`src/rtl/dw_pipe_pkg.sv`:
```
// dw_pipe_pkg: shared constants and helpers for the dw_pipe_ctrl valid/ready sequencer
package dw_pipe_pkg;
  localparam int DEPTH_MAX = 64;
  localparam logic [DEPTH_MAX-1:0] VLD_RST = '0;
  function automatic int clog2(input int n);
    int r;
    r = 0;
    while ((1 << r) < n) r++;
    return r;
  endfunction
endpackage

```
`src/rtl/dw_pipe_ctrl_if.sv`:
```
// dw_pipe_ctrl_if: handshake and stage-control bundle; occ exists only with DW_PIPE_CTRL_OCC_EN
interface dw_pipe_ctrl_if
  import dw_pipe_pkg::*;
#(
  parameter int DEPTH = 4
);
  logic in_valid, in_ready, out_valid, out_ready, flush;
  logic [DEPTH-1:0] stage_en, stage_vld;
`ifdef DW_PIPE_CTRL_OCC_EN
  logic [clog2(DEPTH+1)-1:0] occ;
`endif
  modport master (
    output in_valid, out_ready, flush,
    input in_ready, out_valid, stage_en, stage_vld
`ifdef DW_PIPE_CTRL_OCC_EN
    , occ
`endif
  );
  modport slave (
    input in_valid, out_ready, flush,
    output in_ready, out_valid, stage_en, stage_vld
`ifdef DW_PIPE_CTRL_OCC_EN
    , occ
`endif
  );
endinterface

```
`src/rtl/dw_pipe_stage_ctrl.sv`:
```
// dw_pipe_stage_ctrl: one stage's valid flop plus its ready and load-enable logic
module dw_pipe_stage_ctrl
  import dw_pipe_pkg::*;
(
  input  logic clk,
  input  logic rst_n,
  input  logic src_i,
  input  logic nxt_rdy_i,
  input  logic flush_i,
  output logic vld_o,
  output logic rdy_o,
  output logic en_o
);
  logic v_q, v_d;
  always_comb begin
    rdy_o = ~v_q | nxt_rdy_i;
    en_o  = rdy_o & src_i & ~flush_i & rst_n;
    v_d   = flush_i ? 1'b0 : rdy_o ? src_i : v_q;
  end
  always_ff @(posedge clk) v_q <= !rst_n ? VLD_RST[0] : v_d;
  assign vld_o = v_q;
endmodule

```
`src/rtl/dw_pipe_ctrl.sv`:
```
// dw_pipe_ctrl: valid/ready sequencer driving per-stage load enables of an external DEPTH-stage pipe
// Define DW_PIPE_CTRL_OCC_EN to add the registered occupancy counter output occ.
module dw_pipe_ctrl
  import dw_pipe_pkg::*;
#(
  parameter int DEPTH = 4,
  parameter int OCC_W = 3
) (
  input logic          clk,
  input logic          rst_n,
  dw_pipe_ctrl_if.slave bus
);
  logic [DEPTH-1:0] vld, en;
  if (DEPTH < 1 || DEPTH > DEPTH_MAX || OCC_W < clog2(DEPTH + 1)) begin : g_bad_cfg
    $error("dw_pipe_ctrl: DEPTH or OCC_W out of range");
  end
  // each stage's ready looks one stage ahead, ending at the consumer
  for (genvar i = 0; i < DEPTH; i++) begin : g
    logic r, n, s;
    if (i == DEPTH - 1) begin : l
      assign n = bus.out_ready;
    end else begin : m
      assign n = g[i+1].r;
    end
    if (i == 0) begin : f
      assign s = bus.in_valid;
    end else begin : p
      assign s = vld[i-1];
    end
    dw_pipe_stage_ctrl u_stage (
      .clk      (clk),
      .rst_n    (rst_n),
      .src_i    (s),
      .nxt_rdy_i(n),
      .flush_i  (bus.flush),
      .vld_o    (vld[i]),
      .rdy_o    (r),
      .en_o     (en[i])
    );
  end
  assign bus.in_ready  = g[0].r & ~bus.flush & rst_n;
  assign bus.out_valid = vld[DEPTH-1];
  assign bus.stage_vld = vld;
  assign bus.stage_en  = en;
`ifdef DW_PIPE_CTRL_OCC_EN
  logic [OCC_W-1:0] occ_q, occ_d;
  always_comb occ_d = bus.flush ? '0
    : occ_q + OCC_W'(bus.in_valid & bus.in_ready) - OCC_W'(bus.out_valid & bus.out_ready);
  always_ff @(posedge clk) occ_q <= !rst_n ? '0 : occ_d;
  assign bus.occ = $bits(bus.occ)'(occ_q);
  a_occ_max: assert property (@(posedge clk) disable iff (!rst_n) occ_q <= OCC_W'(DEPTH));
`endif
endmodule

```
`src/flat_wrapper.sv`:
```
// flat-port wrapper written by rule: the top's interface ports become plain ports
module dw_pipe_ctrl_flat import dw_pipe_pkg::*;
#(
  parameter int DEPTH = 4,
  parameter int OCC_W = 3
)
  (clk, rst_n, bus_in_valid, bus_out_ready, bus_flush, bus_in_ready, bus_out_valid, bus_stage_en, bus_stage_vld);
  dw_pipe_ctrl_if #(.DEPTH(DEPTH)) bus_i ();
  input logic clk;
  input logic rst_n;
  input wire logic [$bits(bus_i.in_valid)-1:0] bus_in_valid;
  input wire logic [$bits(bus_i.out_ready)-1:0] bus_out_ready;
  input wire logic [$bits(bus_i.flush)-1:0] bus_flush;
  output wire logic [$bits(bus_i.in_ready)-1:0] bus_in_ready;
  output wire logic [$bits(bus_i.out_valid)-1:0] bus_out_valid;
  output wire logic [$bits(bus_i.stage_en)-1:0] bus_stage_en;
  output wire logic [$bits(bus_i.stage_vld)-1:0] bus_stage_vld;
  assign bus_i.in_valid = bus_in_valid;
  assign bus_i.out_ready = bus_out_ready;
  assign bus_i.flush = bus_flush;
  assign bus_in_ready = bus_i.in_ready;
  assign bus_out_valid = bus_i.out_valid;
  assign bus_stage_en = bus_i.stage_en;
  assign bus_stage_vld = bus_i.stage_vld;
  dw_pipe_ctrl #(.DEPTH(DEPTH), .OCC_W(OCC_W)) u_core (.clk(clk), .rst_n(rst_n), .bus(bus_i));
endmodule
```
`config.mk`:
```
export PLATFORM = sky130hd
export DESIGN_NAME = dw_pipe_ctrl_flat
export DESIGN_NICKNAME = d
export VERILOG_FILES = /design/src/rtl/dw_pipe_pkg.sv /design/src/rtl/dw_pipe_ctrl_if.sv /design/src/rtl/dw_pipe_stage_ctrl.sv /design/src/rtl/dw_pipe_ctrl.sv /design/src/flat_wrapper.sv
export SDC_FILE = /design/constraint.sdc
export NUM_CORES = 1
export LEC_CHECK = 0
export CORE_AREA = 2 2 39 41
export CTS_CLUSTER_SIZE = 24
export DETAILED_ROUTE_END_ITERATION = 8
export DIE_AREA = 0 0 41 43
export GPL_TIMING_DRIVEN = 1
export HOLD_SLACK_MARGIN = 0.12
export REMOVE_ABC_BUFFERS = 1
export SYNTH_ARGS = -nofsm -noshare
export SYNTH_HDL_FRONTEND = slang
export SYNTH_SLANG_ARGS = --single-unit
```
`constraint.sdc`:
```
create_clock -name clk -period 1.2 [get_ports clk]
set_input_delay 0.24 -clock clk [delete_from_list [all_inputs] [get_ports clk]]
set_output_delay 0.24 -clock clk [all_outputs]
set_load 0.01 [all_outputs]
```
---- Yosys cells after proc, flatten, opt, wreduce, memory -nomap -nowiden ----
Cells that the tools add are included.
word-level totals
  register bits ........................... 4
  latch bits .............................. 0
  bits in writable memories ............... 0
  bits in read-only memories .............. 0
  bits of input ports ..................... 5
  output and inout bits ................... 10
  word-level logic and storage cells ...... 29
  memories ................................ 0
operators by class
  add/subtract/negate cells ............... 0
  multipliers ............................. 0
  div/mod/pow operators ................... 0
  magnitude comparators ................... 0
  eq/ne operators ......................... 0
  shift-type cells ........................ 0
  multiplexer cells ....................... 0
  bitwise gates (word level) .............. 24
  reductions and logical operators ........ 1
operators with widths
  kind              number
  $and A1 B1 Y1     14
  $not A1 Y1        6
  $or A1 B1 Y1      4
  $reduce_or A2 Y1  1

---- Logic depth before layout (Yosys ltp) ----
Gate-level depths: netlist (run 1).
  depth after elaboration ................. 8
  mapped depth ............................ 3
  gate-level depth less buffers ........... 2

---- Hierarchy ----
Synthesis (run 1) repeated with hierarchy kept, for this count alone.
unflattened totals
  cells, all modules ...................... 29
  area, all modules ....................... 284.0 sq um
by module, submodules not included
  module              instances  cells each  area each (sq um)
  dw_pipe_stage_ctrl  4          6           61.3
  dw_pipe_ctrl        1          5           38.8

---- Worst setup path after synthesis (run 1) ----
Ideal clock, no wire load.
  path kind ............................... register to output
  start point ............................. reg u_core.g[3].u_stage.v_q
  end point ............................... out bus_stage_en[0]
  arrival ................................. 0.870 ns
  required time ........................... 0.960 ns
  path slack .............................. 0.090 ns
  stages on the path, launching flop included .. 4
  path through ............................ dfxtp_1 > and4b_1 > a21oi_1 > buf_4
on the way
  word-level cells in the longest chain between the ends .. 8
RTL lines
  what                         RTL line                  RTL
  from (decl)                  dw_pipe_stage_ctrl.sv:14  logic v_q, v_d;
  from (signal assigned)       dw_pipe_stage_ctrl.sv:20  always_ff @(posedge clk) v_q <= !rst_n ? VLD_RST[0] : v_d;
  $not A1 Y1                   dw_pipe_stage_ctrl.sv:16  rdy_o = ~v_q | nxt_rdy_i;
  $or A1 B1 Y1 (4 in series)   dw_pipe_stage_ctrl.sv:16
  $and A1 B1 Y1 (3 in series)  dw_pipe_stage_ctrl.sv:17  en_o = rdy_o & src_i & ~flush_i & rst_n;
  to (decl)                    flat_wrapper.sv:16        output wire logic [$bits(bus_i.stage_en)-1:0] bus_stage_en;
No other way between the ends.

---- Worst setup path in the final report (run 1) ----
Same ends and word-level chain as after synthesis.

==> results of run 1 <==
## worst min-delay path, stage by stage
cell	delay, ns
dlygate4sd2_1	0.24
nand3b_1	0.13
a21oi_1	0.07
## per-stage QoR
stage	hold WS, ns	util (%)	setup WS (ns)
finish	0.4985	34.09	-0.09978
global route	0.5403	34.09	-0.1663
CTS	0.5021	32.64	-0.1379
detailed placement	0.5856	32.64	-0.7261
global placement	0.5774	32.64	-0.7118
floorplan	0.3998	-	0.06236
## power by group through the flow
stage          registers, µW  clock network [µW]  logic (µW)
5_1_grt                  138                 182        58.4
4_1_cts                  137                 174        51.8
3_5_place_dp             139                   0        60.3
2_1_floorplan            141                   0        17.1
3_3_place_gp             139                   0        59.7
6_report                 137                 161        53.8
## path summary, 6_finish.rpt
kind | depth (start not counted) | slack (ns) | endpoint | from
worst max-delay path | 3 | -0.1 | bus_stage_en[0] | u_core.g[3].u_stage.vld_o$_SDFFE_PP0P_
worst min-delay path | 3 | 0.50 | u_core.g[2].u_stage.vld_o$_SDFFE_PP0P_ | bus_out_ready
worst max register to register | 4 | 0.23 | u_core.g[0].u_stage.vld_o$_SDFFE_PP0P_ | u_core.g[3].u_stage.vld_o$_SDFFE_PP0P_
worst min register to register | 3 | 0.59 | u_core.g[2].u_stage.vld_o$_SDFFE_PP0P_ | u_core.g[1].u_stage.vld_o$_SDFFE_PP0P_
## final cells by class
class	instances	share of cell area [%]
Inverter	3	2.387
Sequential cell	4	17.77
Multi-Input combinational cell	16	30.24
Tap cell	16	4.244
Clock buffer	3	4.775
Timing Repair Buffer	25	40.58
## placed cells by master, fill, tap and decap left out
cell type	netlist	layout
a21oi_1	5	3
o31ai_2	1	1
buf_2	0	7
buf_6	0	3
nand3b_1	2	2
clkbuf_4	0	3
dfxtp_2	0	3
inv_1	3	3
dfxtp_1	4	1
and4b_2	0	1
clkdlybuf4s15_1	0	2
dlygate4sd2_1	0	4
nor3_2	0	1
and3_4	0	1
and3_1	1	1
nand2b_4	1	2
a21oi_2	0	2
and2b_1	1	1
nand4b_1	1	1
buf_4	8	9
## per-layer routing
layer  track usage [%]  vias up  wire (µm)
met3             3.141        0         52
met5                 0        -          0
met2             10.63        7        315
li1                  -      139          -
met4             8.000        0          0
met1             10.00      115        223
## repair_timing
action                                  CTS  global route
resized for setup                        45             7
endpoints found under the setup margin   10             6
pin swaps                                 3             6
gates cloned                              0             0
## cell usage after synthesis
library cell / instances / area [µm²]
a21oi_1: 5 / 25.02
and2b_1: 1 / 7.510
and3_1: 1 / 6.260
and3_2: 1 / 7.510
and4b_1: 1 / 10.01
buf_4: 8 / 60.06
dfxtp_1: 4 / 80.08
inv_1: 3 / 11.26
nand2b_1: 1 / 6.260
nand2b_4: 1 / 13.76
nand3b_1: 2 / 15.01
nand4b_1: 1 / 8.760
nor3_1: 1 / 5.000
o31ai_2: 1 / 12.51
## logic make-up after synthesis
kind of cell | synth area share [%]
AOI/OAI and AO/OA | 13.95
DFF | 29.77
and+or+nand+nor | 29.77
buffers and inverters | 26.51
==> summary.txt, run 1 <==
Timing
  – Setup Skew: roughly 0.0017 ns
  – Final Max Slew Viols: 0
  – Setup TNS Final: -0.3502 ns
  – Tcrit/Tclk final: 108.3%
  – Final Critical Period: about 1.3 ns
  – Final Setup Violations: 5
  – Worst slew pin tran: 0.1741 ns
  – RSZ-0062 raised after global routing: true
  – Relative slew slack: 88.33%
  – Setup slack after layout: -0.09978 ns
  – Highest Clock Rate: 769.4 MHz
  – Final count of hold timing violations: 0

Worst setup path
  – Worst Path Required: between 0.9 and 1 ns
  – Crit path capture type: output pin
  – Critical-path maximum fanout: 3
  – Family with the most delay on the worst path: flip-flops
  – CP Launch Type: flop
  – CP max stage cell: dfxtp_2
  – Critical path buffers and inverters: 1
  – CP Class: flop to output pin
  – Arrival time worst endpoint: around 1.1 ns
  – CP max stage delay: 0.31 ns
  – Worst path cell trace: and4b_2, a21oi_2, buf_2

Clocking
  – CTS tree: done
  – H-tree depth: 1
  – Clock latency on the worst-skew pair: 0.23 ns
  – Hold-fix buffers at CTS: 0
  – Clock tree buffer depth: 2
  – Num CTS Buffers: 3
  – CTS clk-pin slew, worst paths: 0.03 ns
  – Root Buffer: clkbuf_4
  – Post-CTS Setup Inserts: 0
  – Clock sinks: 4

Worst hold path
  – Min-delay worst type: primary input to flop

Finish
  – FF+latch area: 83.83 µm²
  – Fin cells: 67
  – Final instance area: 471.7 µm²
  – Final net count: 58
  – Multi-input gate area: ~140 µm²
  – Layout cell share with drive strength beyond 1: 64.71%
  – Max reg flops: 4
  – Fill count: 152
  – Layout Area Growth over Synthesis: 75.35%
  – Inserted Diodes: 0

Pwr
  – Switch share: 20.64%
  – Maximum vdd drop: 0.2819 mV
  – P_int: 279.4 µW
  – Pwr/cell area: 746.2 nW/µm²
  – Comb power frac: 15.3%
  – Overall power: about 350 µW
  – Leak: roughly 0.00023 µW
  – Clock share of power: 45.7%
  – Switching power: between 70 and 80 µW
  – Sequential share of power: ~40%

Routing
  – Post-DRT Antenna Nets: 0
  – Final wirelength: 590 µm
  – Drt drc: 0
  – Routed WL per cell: 8.806 µm
  – Pre-Repair DR Iteration Count: 1
  – Initial DRC count: 0
  – Vias per cell: 3.896
  – Vias: about 260

Placement
  – Placed cell area: approximately 450 µm²
  – PortBufs: 14
  – Placed cell count: between 60 and 70
  – Routability cong.: slightly below 0.7
  – Placed wire-length estimate: ~490 µm

Synth
  – Yosys cell types: 14
  – Post-synthesis sequential area ratio: 29.77%
  – Syn Inst Count: 31
  – FF+latch count, synth: 4
  – Yosys warnings: 0
  – Syn_area_per_cell: 8.678 µm²
  – Mapped cell area: 269.0 µm²

Global route
  – Vias in the first global route: 254
  – Total track usage: approximately 8.3%
  – Largest net degree at the start of global routing: 5
  – Initial antenna violation count: 0
  – GRT overflow: 0
  – Global-route wire length before repair: ~940 µm

Status
  – Failing checks: negative setup slack
  – Status: finished, violations left

Die
  – Die H: ~43 µm
  – Num ports: 15
  – DIE AREA: 1763 µm²
  – Core area: ~1400 µm²
  – Row count: 14
  – Die X: 41 µm
  – Starting Density: between 10% and 20%

Job
  – Max-cap violations: 0
Power figures use the tool's default switching activity.
==> run 2, diff against run 1 <==
- SETUP_SLACK_MARGIN: unset -> 0.4
==> summary.txt, run 2 (synthesis results as in run 1) <==
Timing
  – Final Max Slew Viols: 0 (unchanged)
  – Tcrit/Tclk final: 108.7% (+0.43 points)
  – Setup Skew: 0.001680 ns (-0.00001721 ns)
  – Setup slack after layout: -0.1049 ns (-0.005166 ns)
  – Worst slew pin tran: 0.1790 ns (+0.004891 ns)
  – Setup TNS Final: -0.4095 ns (-0.05929 ns)
  – Final count of hold timing violations: 0 (unchanged)
  – Highest Clock Rate: 766.3 MHz (-0.40%)
  – Final Setup Violations: 7 (+2)
  – Final Critical Period: 1.305 ns (+0.005167 ns)
  – RSZ-0062 raised after global routing: true
  – Relative slew slack: 88.00% (-0.33 points)

Worst setup path
  – Worst path cell trace: dlygate4sd2_1, and4b_1, a21oi_2, buf_2
  – CP max stage cell: and4b_1
  – CP max stage delay: 0.35 ns (+0.04 ns)
  – Crit path capture type: output pin
  – Worst Path Required: 0.96 ns (about the same)
  – Arrival time worst endpoint: 1.06 ns (about the same)
  – Critical-path maximum fanout: 4 (+1)
  – CP Launch Type: primary input
  – FF-to-FF Start: u_core.g[3].u_stage.vld_o$_SDFFE_PP0P_
  – Critical path origin: bus_out_ready
  – CP Class: primary input to output pin

Finish
  – Final instance area: 543.0 µm² (+15%)
  – Fill count: 148 (-2.6%)
  – Multi-input gate area: 152.6 µm² (+7.0%)
  – Inserted Diodes: 0 (unchanged)
  – Layout Area Growth over Synthesis: 101.9%
  – Fin cells: 69 (+3.0%)
  – Max reg flops: 4 (unchanged)
  – Most common cell after layout, fill and taps aside: buf_6
  – Final net count: 60 (+3.4%)
  – Most frequent cells in the layout: 14 x buf_6, 5 x a21oi_2, 5 x buf_4
  – Layout cell share with drive strength beyond 1: 77.36% (+13 points)
  – FF+latch area: 85.08 µm² (+1.5%)

Die
  – Row count: 14 (unchanged)
  – Core area: 1384 µm² (unchanged)
  – Num ports: 15 (unchanged)
  – DIE AREA: 1763 µm² (unchanged)
  – Die H: 43 µm (unchanged)
  – Die X: 41 µm (unchanged)
  – Starting Density: 19.44% (unchanged)

Global route
  – Largest net degree at the start of global routing: 5 (unchanged)
  – GRT overflow: 0 (unchanged)
  – Initial antenna violation count: 0 (unchanged)
  – Global-route wire length before repair: 910 µm (-3.0%)
  – Total track usage: 8.141% (-0.20 points)
  – Vias in the first global route: 253 (-0.39%)

Routing
  – Final wirelength: 647 µm (+9.7%)
  – Vias per cell: 3.928 (+0.82%)
  – Pre-Repair DR Iteration Count: 1 (unchanged)
  – Routed WL per cell: 9.377 µm (+6.5%)
  – Drt drc: 0 (unchanged)
  – Post-DRT Antenna Nets: 0 (unchanged)
  – Initial DRC count: 0 (unchanged)
  – Vias: 271 (+3.8%)

Job
  – Max-cap violations: 0 (unchanged)

Clocking
  – Root Buffer: clkbuf_4
  – CTS tree: done
  – Clock tree buffer depth: 2 (unchanged)
  – Hold-fix buffers at CTS: 0 (unchanged)
  – CTS clk-pin slew, worst paths: 0.03 ns (about the same)
  – Num CTS Buffers: 3 (unchanged)
  – Clock latency on the worst-skew pair: 0.23 ns (about the same)
  – H-tree depth: 1 (unchanged)
  – Clock sinks: 4 (unchanged)

Status
  – Status: finished, violations left
  – Failing checks: negative setup slack

Placement
  – Placed cell count: 64 (unchanged)
  – Placed wire-length estimate: 491.4 µm (unchanged)
  – PortBufs: 14 (unchanged)
  – Routability cong.: 0.6743 (unchanged)
  – Placed cell area: 451.7 µm² (unchanged)

Pwr
  – Overall power: 359.7 µW (+2.2%)
  – Pwr/cell area: 662.3 nW/µm² (-11%)
  – Maximum vdd drop: 0.2891 mV (+2.6%)
  – Leak: 0.0002505 µW (+9.0%)

Worst hold path
  – Hold path start: bus_out_ready
  – Min-delay worst type: primary input to flop
run 2: changes by cell type in the layout (fill, tap and decap cells not counted), sizes merged:
cell and delta:
clkdlybuf4s15 -1, dlygate4sd2 -1, buf +4
run 2: timing repair:
| action | 4_1_cts | 5_1_grt |
|---|---|---|
| setup buffers | 1 | 1 |
| pin swaps | 5 | 2 |
| endpoints found under the hold margin | 0 | 0 |
| setup endpoints to repair | 14 | 14 |
| resized for setup | 66 | 6 |
run 2: power breakdown:
group | leakage, µW | internal [µW] | total [µW] | switching [µW]
combinational | 0.000202 | 35.8 | 60.3 | 24.5
clock | 0.0000138 | 112 | 161 | 49.8
sequential | 0.0000343 | 136 | 138 | 1.69
run 2: final timing paths:
| kind | endpoint | slack, ns | cells past startpoint |
|---|---|---|---|
| hold / removal | u_core.g[2].u_stage.vld_o$_SDFFE_PP0P_ | 0.51 | 3 |
| hold reg to reg | u_core.g[2].u_stage.vld_o$_SDFFE_PP0P_ | 0.59 | 3 |
| setup reg to reg | u_core.g[0].u_stage.vld_o$_SDFFE_PP0P_ | 0.12 | 5 |
| setup / recovery | bus_stage_en[0] | -0.10 | 4 |
run 2: final cells by class:
class	count	share of cell area, %
clock buffers	3	4.147
inverters	3	2.074
multi-input cells	16	28.11
flip-flops and latches	4	15.67
well taps	16	3.687
repair buffers	27	46.31
run 2: worst max-delay path: cells and delay by family:
family,cells,cell delay [ns]
buffers and inverters,2,0.40
AND/OR/NAND/NOR,1,0.35
AO/OA/AOI/OAI,1,0.08
run 2: per-layer routing:
metal | track usage (%) | vias to the layer above | wire, µm
li1 | - | 143 | -
met1 | 9.677 | 121 | 244
met2 | 10.31 | 7 | 350
met3 | 3.141 | 0 | 52
met4 | 8.000 | 0 | 0
met5 | 0 | - | 0
run 2: per-stage QoR:
step | hold WS, ns | worst slack, ns | util, %
after detailed placement | 0.5856 | -0.7261 | 32.64
after global placement | 0.5774 | -0.7118 | 32.64
after global routing | 0.5412 | -0.1517 | 39.24
final | 0.5070 | -0.1049 | 39.24
after CTS | 0.4924 | -0.1048 | 36.98
after floorplan | 0.3998 | 0.06236 | -
==> run 3, diff against run 2 <==
- SKIP_LAST_GASP: unset -> 1
==> results of run 3 <==
Same layout as run 2: the final DEF is identical, and so are final timing and power.
